$ cat src/rtl/bsg_cache_nb_dma_arbiter.sv
`default_nettype none
// =============================================================================
// bsg_cache_nb_dma_arbiter: shares one DMA channel among non-blocking vcaches.
// Revision: 1.0
// =============================================================================
module bsg_cache_nb_dma_arbiter #(
  parameter int num_dma_p         = 4,
  parameter int dma_addr_width_p  = 32,
  parameter int dma_mask_width_p  = 8,
  parameter int dma_burst_len_p   = 8,
  parameter int dma_data_width_p  = 64,
  parameter int vcache_mshr_els_p = 4,
  parameter int max_reads_p       = 8,
  localparam int MSHR_W = (vcache_mshr_els_p > 1) ? $clog2(vcache_mshr_els_p) : 1,
  localparam int PKT_W  = 1 + dma_mask_width_p + MSHR_W + dma_addr_width_p,
  localparam int ID_W   = (num_dma_p > 1) ? $clog2(num_dma_p) : 1
) (
  input  logic                                  clk_i,
  input  logic                                  reset_i,

  input  logic [num_dma_p*PKT_W-1:0]            cache_dma_pkt_i,
  input  logic [num_dma_p-1:0]                  cache_dma_pkt_v_i,
  output logic [num_dma_p-1:0]                  cache_dma_pkt_yumi_o,

  output logic [num_dma_p*dma_data_width_p-1:0] cache_dma_data_o,
  output logic [num_dma_p*MSHR_W-1:0]           cache_dma_mshr_id_o,
  output logic [num_dma_p-1:0]                  cache_dma_data_v_o,
  input  logic [num_dma_p-1:0]                  cache_dma_data_ready_and_i,

  input  logic [num_dma_p*dma_data_width_p-1:0] cache_dma_data_i,
  input  logic [num_dma_p-1:0]                  cache_dma_data_v_i,
  output logic [num_dma_p-1:0]                  cache_dma_data_yumi_o,

  output logic [PKT_W-1:0]                      mem_dma_pkt_o,
  output logic                                  mem_dma_pkt_v_o,
  input  logic                                  mem_dma_pkt_yumi_i,

  input  logic [dma_data_width_p-1:0]           mem_dma_data_i,
  input  logic [MSHR_W-1:0]                     mem_dma_mshr_id_i,
  input  logic                                  mem_dma_data_v_i,
  output logic                                  mem_dma_data_ready_and_o,

  output logic [dma_data_width_p-1:0]           mem_dma_data_o,
  output logic                                  mem_dma_data_v_o,
  input  logic                                  mem_dma_data_yumi_i
);

  localparam int CNT_W   = (dma_burst_len_p > 1) ? $clog2(dma_burst_len_p) : 1;
  localparam int FIFO_AW = (max_reads_p > 1) ? $clog2(max_reads_p) : 1;
  localparam int FIFO_CW = $clog2(max_reads_p + 1);
  localparam logic [CNT_W-1:0]   LAST_BEAT  = CNT_W'(dma_burst_len_p - 1);
  localparam logic [ID_W-1:0]    LAST_ID    = ID_W'(num_dma_p - 1);
  localparam logic [FIFO_AW-1:0] LAST_SLOT  = FIFO_AW'(max_reads_p - 1);
  localparam logic [FIFO_CW-1:0] FIFO_DEPTH = FIFO_CW'(max_reads_p);

  typedef enum logic [0:0] {
    IDLE  = 1'b0,
    EVICT = 1'b1
  } state_e;

  state_e state, state_next;

  logic [PKT_W-1:0]            pkt        [num_dma_p];
  logic [dma_data_width_p-1:0] evict_data [num_dma_p];
  logic [num_dma_p-1:0]        eligible;

  logic [ID_W-1:0]  rr_ptr, grant_id, lock_id, head_id;
  logic             grant_v;
  logic [CNT_W-1:0] evict_cnt, fill_cnt;
  logic             evict_last, fill_last;
  logic             pkt_hs, pkt_write, read_push, evict_hs, fill_hs, fifo_pop;

  logic [ID_W-1:0]    fifo_mem [max_reads_p];
  logic [FIFO_AW-1:0] wr_ptr, rd_ptr;
  logic [FIFO_CW-1:0] fifo_cnt;
  logic               fifo_full, fifo_empty;

  // The write bit sits at the packet MSB; a read needs a free id slot to be eligible.
  for (genvar i = 0; i < num_dma_p; i++) begin : g_req
    assign pkt[i]        = cache_dma_pkt_i[i*PKT_W +: PKT_W];
    assign evict_data[i] = cache_dma_data_i[i*dma_data_width_p +: dma_data_width_p];
    assign eligible[i]   = cache_dma_pkt_v_i[i] & (pkt[i][PKT_W-1] | ~fifo_full);
  end

  function automatic logic [ID_W-1:0] wrap_id(input int v);
    return ID_W'(v % num_dma_p);
  endfunction

  always_comb begin
    grant_id = rr_ptr;
    grant_v  = 1'b0;
    for (int k = num_dma_p - 1; k >= 0; k--) begin
      if (eligible[wrap_id(int'(rr_ptr) + k)]) begin
        grant_v  = 1'b1;
        grant_id = wrap_id(int'(rr_ptr) + k);
      end
    end
  end

  assign pkt_write  = pkt[grant_id][PKT_W-1];
  assign pkt_hs     = (state == IDLE) & grant_v & mem_dma_pkt_yumi_i;
  assign read_push  = pkt_hs & ~pkt_write;
  assign evict_hs   = (state == EVICT) & mem_dma_data_yumi_i;
  assign evict_last = (evict_cnt == LAST_BEAT);

  always_comb begin
    state_next            = state;
    mem_dma_pkt_v_o       = 1'b0;
    mem_dma_pkt_o         = '0;
    cache_dma_pkt_yumi_o  = '0;
    mem_dma_data_v_o      = 1'b0;
    mem_dma_data_o        = '0;
    cache_dma_data_yumi_o = '0;
    if (!reset_i) begin
      case (state)
        IDLE: begin
          mem_dma_pkt_v_o                = grant_v;
          mem_dma_pkt_o                  = pkt[grant_id];
          cache_dma_pkt_yumi_o[grant_id] = grant_v & mem_dma_pkt_yumi_i;
          if (pkt_hs & pkt_write) state_next = EVICT;
        end
        EVICT: begin
          mem_dma_data_v_o               = cache_dma_data_v_i[lock_id];
          mem_dma_data_o                 = evict_data[lock_id];
          cache_dma_data_yumi_o[lock_id] = mem_dma_data_yumi_i;
          if (evict_hs & evict_last) state_next = IDLE;
        end
        default: state_next = IDLE;
      endcase
    end
  end

  always_ff @(posedge clk_i) begin
    if (reset_i) begin
      state     <= IDLE;
      rr_ptr    <= '0;
      lock_id   <= '0;
      evict_cnt <= '0;
    end else begin
      state <= state_next;
      if (pkt_hs) begin
        rr_ptr <= (grant_id == LAST_ID) ? '0 : grant_id + 1'b1;
        if (pkt_write) lock_id <= grant_id;
      end
      if (evict_hs) evict_cnt <= evict_last ? '0 : evict_cnt + 1'b1;
    end
  end

  // Outstanding-read id FIFO: its head selects which cache receives fill beats.
  assign fifo_full  = (fifo_cnt == FIFO_DEPTH);
  assign fifo_empty = (fifo_cnt == '0);
  assign head_id    = fifo_mem[rd_ptr];
  assign fill_last  = (fill_cnt == LAST_BEAT);
  assign fill_hs    = mem_dma_data_ready_and_o & mem_dma_data_v_i;
  assign fifo_pop   = fill_hs & fill_last;

  always_ff @(posedge clk_i) begin
    if (read_push) fifo_mem[wr_ptr] <= grant_id;
  end

  always_ff @(posedge clk_i) begin
    if (reset_i) begin
      wr_ptr   <= '0;
      rd_ptr   <= '0;
      fifo_cnt <= '0;
      fill_cnt <= '0;
    end else begin
      if (read_push) wr_ptr <= (wr_ptr == LAST_SLOT) ? '0 : wr_ptr + 1'b1;
      if (fifo_pop)  rd_ptr <= (rd_ptr == LAST_SLOT) ? '0 : rd_ptr + 1'b1;
      if (read_push & ~fifo_pop)      fifo_cnt <= fifo_cnt + 1'b1;
      else if (fifo_pop & ~read_push) fifo_cnt <= fifo_cnt - 1'b1;
      if (fill_hs) fill_cnt <= fill_last ? '0 : fill_cnt + 1'b1;
    end
  end

  assign mem_dma_data_ready_and_o = ~reset_i & ~fifo_empty & cache_dma_data_ready_and_i[head_id];

  for (genvar i = 0; i < num_dma_p; i++) begin : g_fill
    assign cache_dma_data_v_o[i] = ~reset_i & ~fifo_empty & mem_dma_data_v_i & (head_id == ID_W'(i));
    assign cache_dma_data_o[i*dma_data_width_p +: dma_data_width_p] = reset_i ? '0 : mem_dma_data_i;
    assign cache_dma_mshr_id_o[i*MSHR_W +: MSHR_W] = reset_i ? '0 : mem_dma_mshr_id_i;
  end

  fill_without_read_a: assert property (@(posedge clk_i) disable iff (reset_i)
    !(mem_dma_data_v_i && fifo_empty));

endmodule
`default_nettype wire

$ cat config.mk
export PLATFORM = sky130hd
export DESIGN_NAME = bsg_cache_nb_dma_arbiter
export DESIGN_NICKNAME = d
export VERILOG_FILES = /design/src/rtl/bsg_cache_nb_dma_arbiter.sv
export SDC_FILE = /design/constraint.sdc
export NUM_CORES = 1
export LEC_CHECK = 0
export ABC_AREA = 1
export BUFFER_PORTS_ARGS = -buffer_cell sky130_fd_sc_hd__buf_2
export CAP_MARGIN = 25
export CORE_AREA = 2 2 353 355
export DETAILED_ROUTE_END_ITERATION = 10
export DIE_AREA = 0 0 355 357
export HOLD_SLACK_MARGIN = 0.1
export PLACE_DENSITY = 0.3
export SYNTH_ARGS = -nofsm -noshare
export SYNTH_HDL_FRONTEND = slang
export SYNTH_SLANG_ARGS = --single-unit
$ cat constraint.sdc
create_clock -name clk_i -period 4.3 [get_ports clk_i]
set_input_delay 0.86 -clock clk_i [delete_from_list [all_inputs] [get_ports clk_i]]
set_output_delay 0.86 -clock clk_i [all_outputs]
set_load 0.02 [all_outputs]
**Word level (Yosys, flattened, before mapping)**

Memory sizes are Yosys's and may differ from the RTL's. A register that Yosys moved wholly into a read port is not among the register bits.
Index checks and enable logic that the tools add are counted.

- Register bits after elaboration: 21
- Output and inout bits: 386
- Input port bits: 511
- Word-level logic and storage cells: 140
- RAM bits: 16
- Memories: 1

- Multiplexer cells: 58
- Bitwise gates (word level): 37
- $lt $le $gt $ge: 11
- Reduce and logical (&&, ||, !) cells: 6
- Equal/unequal tests: 9
- Add/subtract/negate cells: 10

Memory list:

| memory | depth | bits a word | read ports | clocked after memory_dff | write ports | line | text |
|---|---|---|---|---|---|---|---|
| fifo_mem | 8 | 2 | 1 | 1 | 1 | 73 | `logic [ID_W-1:0] fifo_mem [max_reads_p];` |

Operator list:

| kind | count |
|---|---|
| $mux W64 | 5 |
| $mux W43 | 4 |
| $bmux W64 S2 | 1 |
| $bmux W43 S2 | 1 |
| $mux W4 | 6 |
| $and A1 B1 Y1 | 22 |
| $lt A2 B3 Y1 const B | 7 |
| $mux W1 | 20 |
| $mux W3 | 6 |
| $add A3 B1 Y3 const B | 4 |
| $bmux W1 S2 | 6 |
| $eq A3 B3 Y1 const B | 4 |
| $mux W2 | 6 |
| $and A4 B4 Y4 | 2 |
| $not A1 Y1 | 7 |
| $eq A2 B2 Y1 const B | 3 |
| $ge A3 B3 Y1 const B | 2 |
| $not A2 Y3 | 2 |
| $add A2 B1 Y2 const B | 2 |
| $add A2 B2 Y2 const B | 2 |
| $add A4 B1 Y4 const B | 1 |
| $demux W1 S2 | 2 |
| $eq A4 B4 Y1 const B | 1 |
| $ge A2 B1 Y1 const B | 2 |
| 9 further kinds | 13 |

**Logic depth before layout (Yosys ltp)**

- Depth after elaboration: 20
- Mapped depth: 26
- Gate-level depth less buffers: 26

**Worst setup path before layout**

OpenSTA, ideal clock, no wires.

- Kind: in2out
- From: in cache_dma_pkt_i[42]
- To: out cache_dma_pkt_yumi_o[3]
- Buffers on the path: 1
- Stages: 14
- Slack: 0.809 ns
- Arrival time: 2.631 ns
- Data required time: 3.440 ns
- Path through: inv_1 -> nand3_1 -> nand3_1 -> nand2_1 -> nand2_1 -> nand2_1 -> inv_2 -> o21ai_1 -> nand3_2 -> nand2_4 -> clkbuf_1 -> ha_1 -> nand2_1 -> nor2_1

- Word-level cells in the longest chain between the ends: 15
- Elaborated cells on any way between the ends: 27
- Those cells by class: 2 x order compare; 20 x mux; 4 x bitwise; 1 x reduce/logical

RTL lines:

| item | line | text |
|---|---|---|
| start: declaration | 21 | `input logic [num_dma_p*PKT_W-1:0] cache_dma_pkt_i,` |
| $or A1 B1 Y1 * | 82 | `assign eligible[i] = cache_dma_pkt_v_i[i] & (pkt[i][PKT_W-1] \| ~fifo_full);` |
| $and A1 B1 Y1 * | 82 |  |
| $bmux W1 S2 | 93 | `if (eligible[wrap_id(int'(rr_ptr) + k)]) begin` |
| $mux W1 (implied by the code) | 93 |  |
| $mux W2 (3 in a row) | 93 |  |
| $mux W2 * | 93 |  |
| net grant_id[0] | 67 | `logic [ID_W-1:0] rr_ptr, grant_id, lock_id, head_id;` |
| $lt A2 B3 Y1 (implied by the code) / $ge A2 B1 Y1 (equally long branches) | 119 | `cache_dma_pkt_yumi_o[grant_id] = grant_v & mem_dma_pkt_yumi_i;` |
| $logic_and A1 B1 Y1 (implied by the code) | 119 |  |
| $mux W1 (implied by the code) | 119 |  |
| $demux W1 S2 * | 119 |  |
| $and A4 B4 Y4 (no line) * | n/a |  |
| $mux W4 * | 115 | `case (state)` |
| $mux W4 * | 114 | `if (!reset_i) begin` |
| end: declaration | 23 | `output logic [num_dma_p-1:0] cache_dma_pkt_yumi_o,` |

The timed path passes the listed nets; every way through them passes the cells marked *. The select of a mux whose other input is x is not followed.

**Worst setup path in the final report**

- From: in cache_dma_pkt_i[171]
- To: out mem_dma_pkt_o[39]

- Word-level cells in the longest chain between the ends: 14
- Elaborated cells on any way between the ends: 20
- Those cells by class: 17 x mux; 3 x bitwise

RTL lines:

| item | line | text |
|---|---|---|
| $or A1 B1 Y1 * | 82 |  |
| $and A1 B1 Y1 * | 82 |  |
| $bmux W1 S2 | 93 |  |
| $mux W1 (implied by the code) | 93 |  |
| $mux W2 (3 in a row) | 93 |  |
| $mux W2 * | 93 |  |
| $not A2 Y3 (implied by the code) * | 118 | `mem_dma_pkt_o = pkt[grant_id];` |
| $bmux W43 S2 * | 118 |  |
| $mux W43 (implied by the code) * (2 in a row) | 118 |  |
| $mux W43 * | 115 |  |
| $mux W43 * | 114 |  |
| end: declaration | 34 | `output logic [PKT_W-1:0] mem_dma_pkt_o,` |

Every way passes the cells marked *; elsewhere a longest branch is shown, timed or not. The select of a mux whose other input is x is not followed.

==> impl_metrics.toml <==
[setup_path]
end_kind = "output port"
critPathMaxFanout = 45
path_class = "primary input to output port"
r2r_slack_ns = 0.55
arrival_ns = 3.20
cp.required_ns = 3.44
r2r_cells = 22
start_kind = "primary input"
r2r_end = "fifo_cnt[3]"

[routing]
wl_per_cell_um = 19.7
viasPerCell = 3.24
routed_wl_um = 70700
drc = 0
first_pass_iters = 5
drtIter0Drc = 801
vias = 11600
antenna_left = 0

[global_route]
antenna_found_initial = 28
grt_pass1_wl_um = 91000
grt_usage_pct = 10.2
first_global_vias = 10600
grt_max_degree = 68
grt-ovfl-total = 0

[power]
pwr-share-comb_pct = 87.0
p_seq_share_pct = 8.0
power_w = 0.00849
p_int_w = 0.00322
ir_worst_vdd_mv = 0.391
p_leak_nw = 6.75
p_sw_w = 0.00528
power_density_nw_per_um2 = 654
switching_share_pct = 62.1
power_frac_clock_pct = 4.9

[sta]
rsz0062_at_grt = "no"
fmax_mhz = 246
fin_crit_sh_pct = 94.5
setup_violations = 0
min_period_ns = 4.06
finalMaxSlewViolations = 0
hold_viol_final = 0
tightest_slew_ns = 0.767
skew_ns = 0.00990
setup-tns-final_ns = 0
relSlewSlack_pct = 48.7

[clock_network]
cts_tree = "done"
cts_sinks = 40
clk_latency_ns = 0.28
cts.reportedPaths.clkPinSlew_ns = 0.06
cts_root_buf = "clkbuf_16"
clk_path_buf_depth = 2
htree_num_levels = 2
cts-buffers-inserted = 5

[die]
num_rows = 129
die_w_um = 355
die_y_um = 357
io_pins = 897
coreArea_um2 = 123000
dieArea_um2 = 127000
initial_core_util_pct = 6.07

[synth]
synthDistinctLibCells = 38
yosys.area.top_type_share_pct = 20.0
synth_area_um2 = 7460
syn-instance-count = 1274
yosysTopAreaCell = "buf_4"
yosysSeqAreaShare_pct = 12.9
synth_area_leaders = "buf_4, nand3_1, nand2_1, a31oi_1, a22oi_1"
yosys_register_bits = 40
syn_avg_cell_area_um2 = 5.86
yosysWarnings = 0
syn_nets = 1801

[layout]
fin_area_um2 = 13000
drive_above_1_share_pct = 51.1
utilization_pct = 10.6
area_growth_pct = 74.0
final_nets = 2470

[min_path]
hold_path.class = "flip-flop to flip-flop"
hold_end = "evict_cnt[2]"
min_from = "evict_cnt[2]"
min_path_cells = 2

[place]
port_buffers = 896
postPlaceCellArea_um2 = 12700
gp_congestion = 0.826
dp_hpwl_um = 62800

[job]
max_cap_viol_count = 0

[run_status]
status = "finished, final reports clean"
[synth_stat cells]
cell type  instances
nand2_1          269
nand3_1          202
buf_4            199
nor2_1           115
a31oi_1          107
inv_1             96
clkbuf_1          71
a22oi_1           65
dfxtp_1           24
o21ai_0           19
buf_2             17
edfxtp_1          16
ha_1              15
a21oi_1           12
nor3_1             7
inv_2              5
nor2_2             5
buf_1              3
nand3_2            3
o21ai_1            3
nand2_2            2
nand4_1            2
o211ai_1           2
a211oi_1           1
a31oi_4            1
and2_1             1
and3_1             1
buf_6              1
fa_1               1
inv_4              1
mux2i_1            1
nand2_4            1
nand3_4            1
nor2_4             1
o22ai_1            1
o31ai_1            1
or2_4              1
xor2_1             1
[through the flow]
| stage | std cells | worst slack (ns) | hold slack [ns] |
|---|---|---|---|
| after global routing | 3581 | 0.00440 | 0.524 |
| after global placement | 3572 | 0.0438 | 0.483 |
| after detailed placement | 3572 | 0.102 | 0.487 |
| final | 3586 | 0.238 | 0.493 |
| after CTS | 3580 | 0.0899 | 0.492 |
| after floorplan | 1274 | 0.809 | 0.457 |
[critical path, stage by stage]
cell and delay, ns:
buf_2 0.14, inv_2 0.09, nand3_1 0.09, nand3_1 0.09, nand2_1 0.09, nand2_1 0.07, nand2_1 0.07, buf_4 0.14
o21ai_1 0.13, nand3_2 0.17, nand2_8 0.16, buf_12 0.23, nand2_1 0.08, nand3_1 0.09, nand2_1 0.05, a31oi_1 0.35
buf_2 0.26
[cells by family after synthesis]
family / share of synthesized area [%]
AND/OR/NAND/NOR: 35.3
adder cells (fa/ha/maj): 2.78
XOR/XNOR: 0.117
buffers and inverters: 30.2
multiplexers: 0.134
AO/OA/AOI/OAI: 18.6
flip-flops: 12.9
[sequential cells by signal (all words and copies together), names as in the netlist, named ones only]
| signal | flops |
|---|---|
| fifo_mem | 16 |
| rr_ptr | 2 |
| fifo_cnt | 4 |
| lock_id | 2 |
| evict_cnt | 3 |
| rd_ptr | 3 |
| wr_ptr | 3 |
| fill_cnt | 3 |
| state | 1 |
[layout make-up]
cell class                 instances  area, µm²
multi-input combinational        841       4300
sequential                        40        966
tap                             1637       2050
clock buffer                       6        129
timing repair buffer             953       5100
antenna                            5       12.5
inverter                         102        390
fill                           14700     110000
clock inverter                     2       35.0
[how the worst max path moves through the flow]
stage / from / end / cells past startpoint
6_report: cache_dma_pkt_i[171] / mem_dma_pkt_o[39] / 17
5_1_grt: cache_dma_pkt_i[85] / mem_dma_pkt_o[2] / 21
4_1_cts: cache_dma_pkt_i[171] / mem_dma_pkt_o[15] / 18
3_5_place_dp: cache_dma_pkt_i[171] / mem_dma_pkt_o[15] / 18
3_3_place_gp: cache_dma_pkt_i[171] / mem_dma_pkt_o[15] / 18
2_1_floorplan: cache_dma_pkt_i[42] / cache_dma_pkt_yumi_o[3] / 14
[power groups by stage]
stage	sequential, W	clock [W]	combinational (W)
finish	0.000681	0.000420	0.00739
global route	0.000703	0.000452	0.00811
CTS	0.000686	0.000433	0.00735
detailed placement	0.000694	0	0.00732
global placement	0.000699	0	0.00739
floorplan	0.000587	0	0.00426
[layer usage]
layer	up-vias	share of wire [%]	global-route usage [%]
met1	5569	44	14.1
met5	-	0	0
met3	42	7.7	2.17
li1	5425	-	-
met4	0	0.45	0.280
met2	590	47	17.1
[layout by cell type, fill, tap and decap left out, types with 6 or more instances in the layout]
cell | synthesis | layout
inv_1 | 96 | 92
a21oi_1 | 12 | 12
nor2_1 | 115 | 112
o21ai_0 | 19 | 19
clkbuf_16 | 0 | 6
buf_12 | 0 | 13
edfxtp_1 | 16 | 16
nor3_1 | 7 | 7
dfxtp_1 | 24 | 22
buf_4 | 199 | 47
buf_2 | 17 | 892
nand2_1 | 269 | 269
a31oi_1 | 107 | 104
ha_1 | 15 | 15
nand3_1 | 202 | 201
inv_2 | 5 | 8
a22oi_1 | 65 | 65
[repair_timing]
| item | 4_1_cts | 5_1_grt |
|---|---|---|
| buffers inserted | 0 | 0 |
| gates resized for setup | 0 | 9 |
| hold buffers | 0 | 0 |
| endpoints found under the setup margin | 0 | 11 |
No activity file was read; power rests on OpenSTA's default activity.
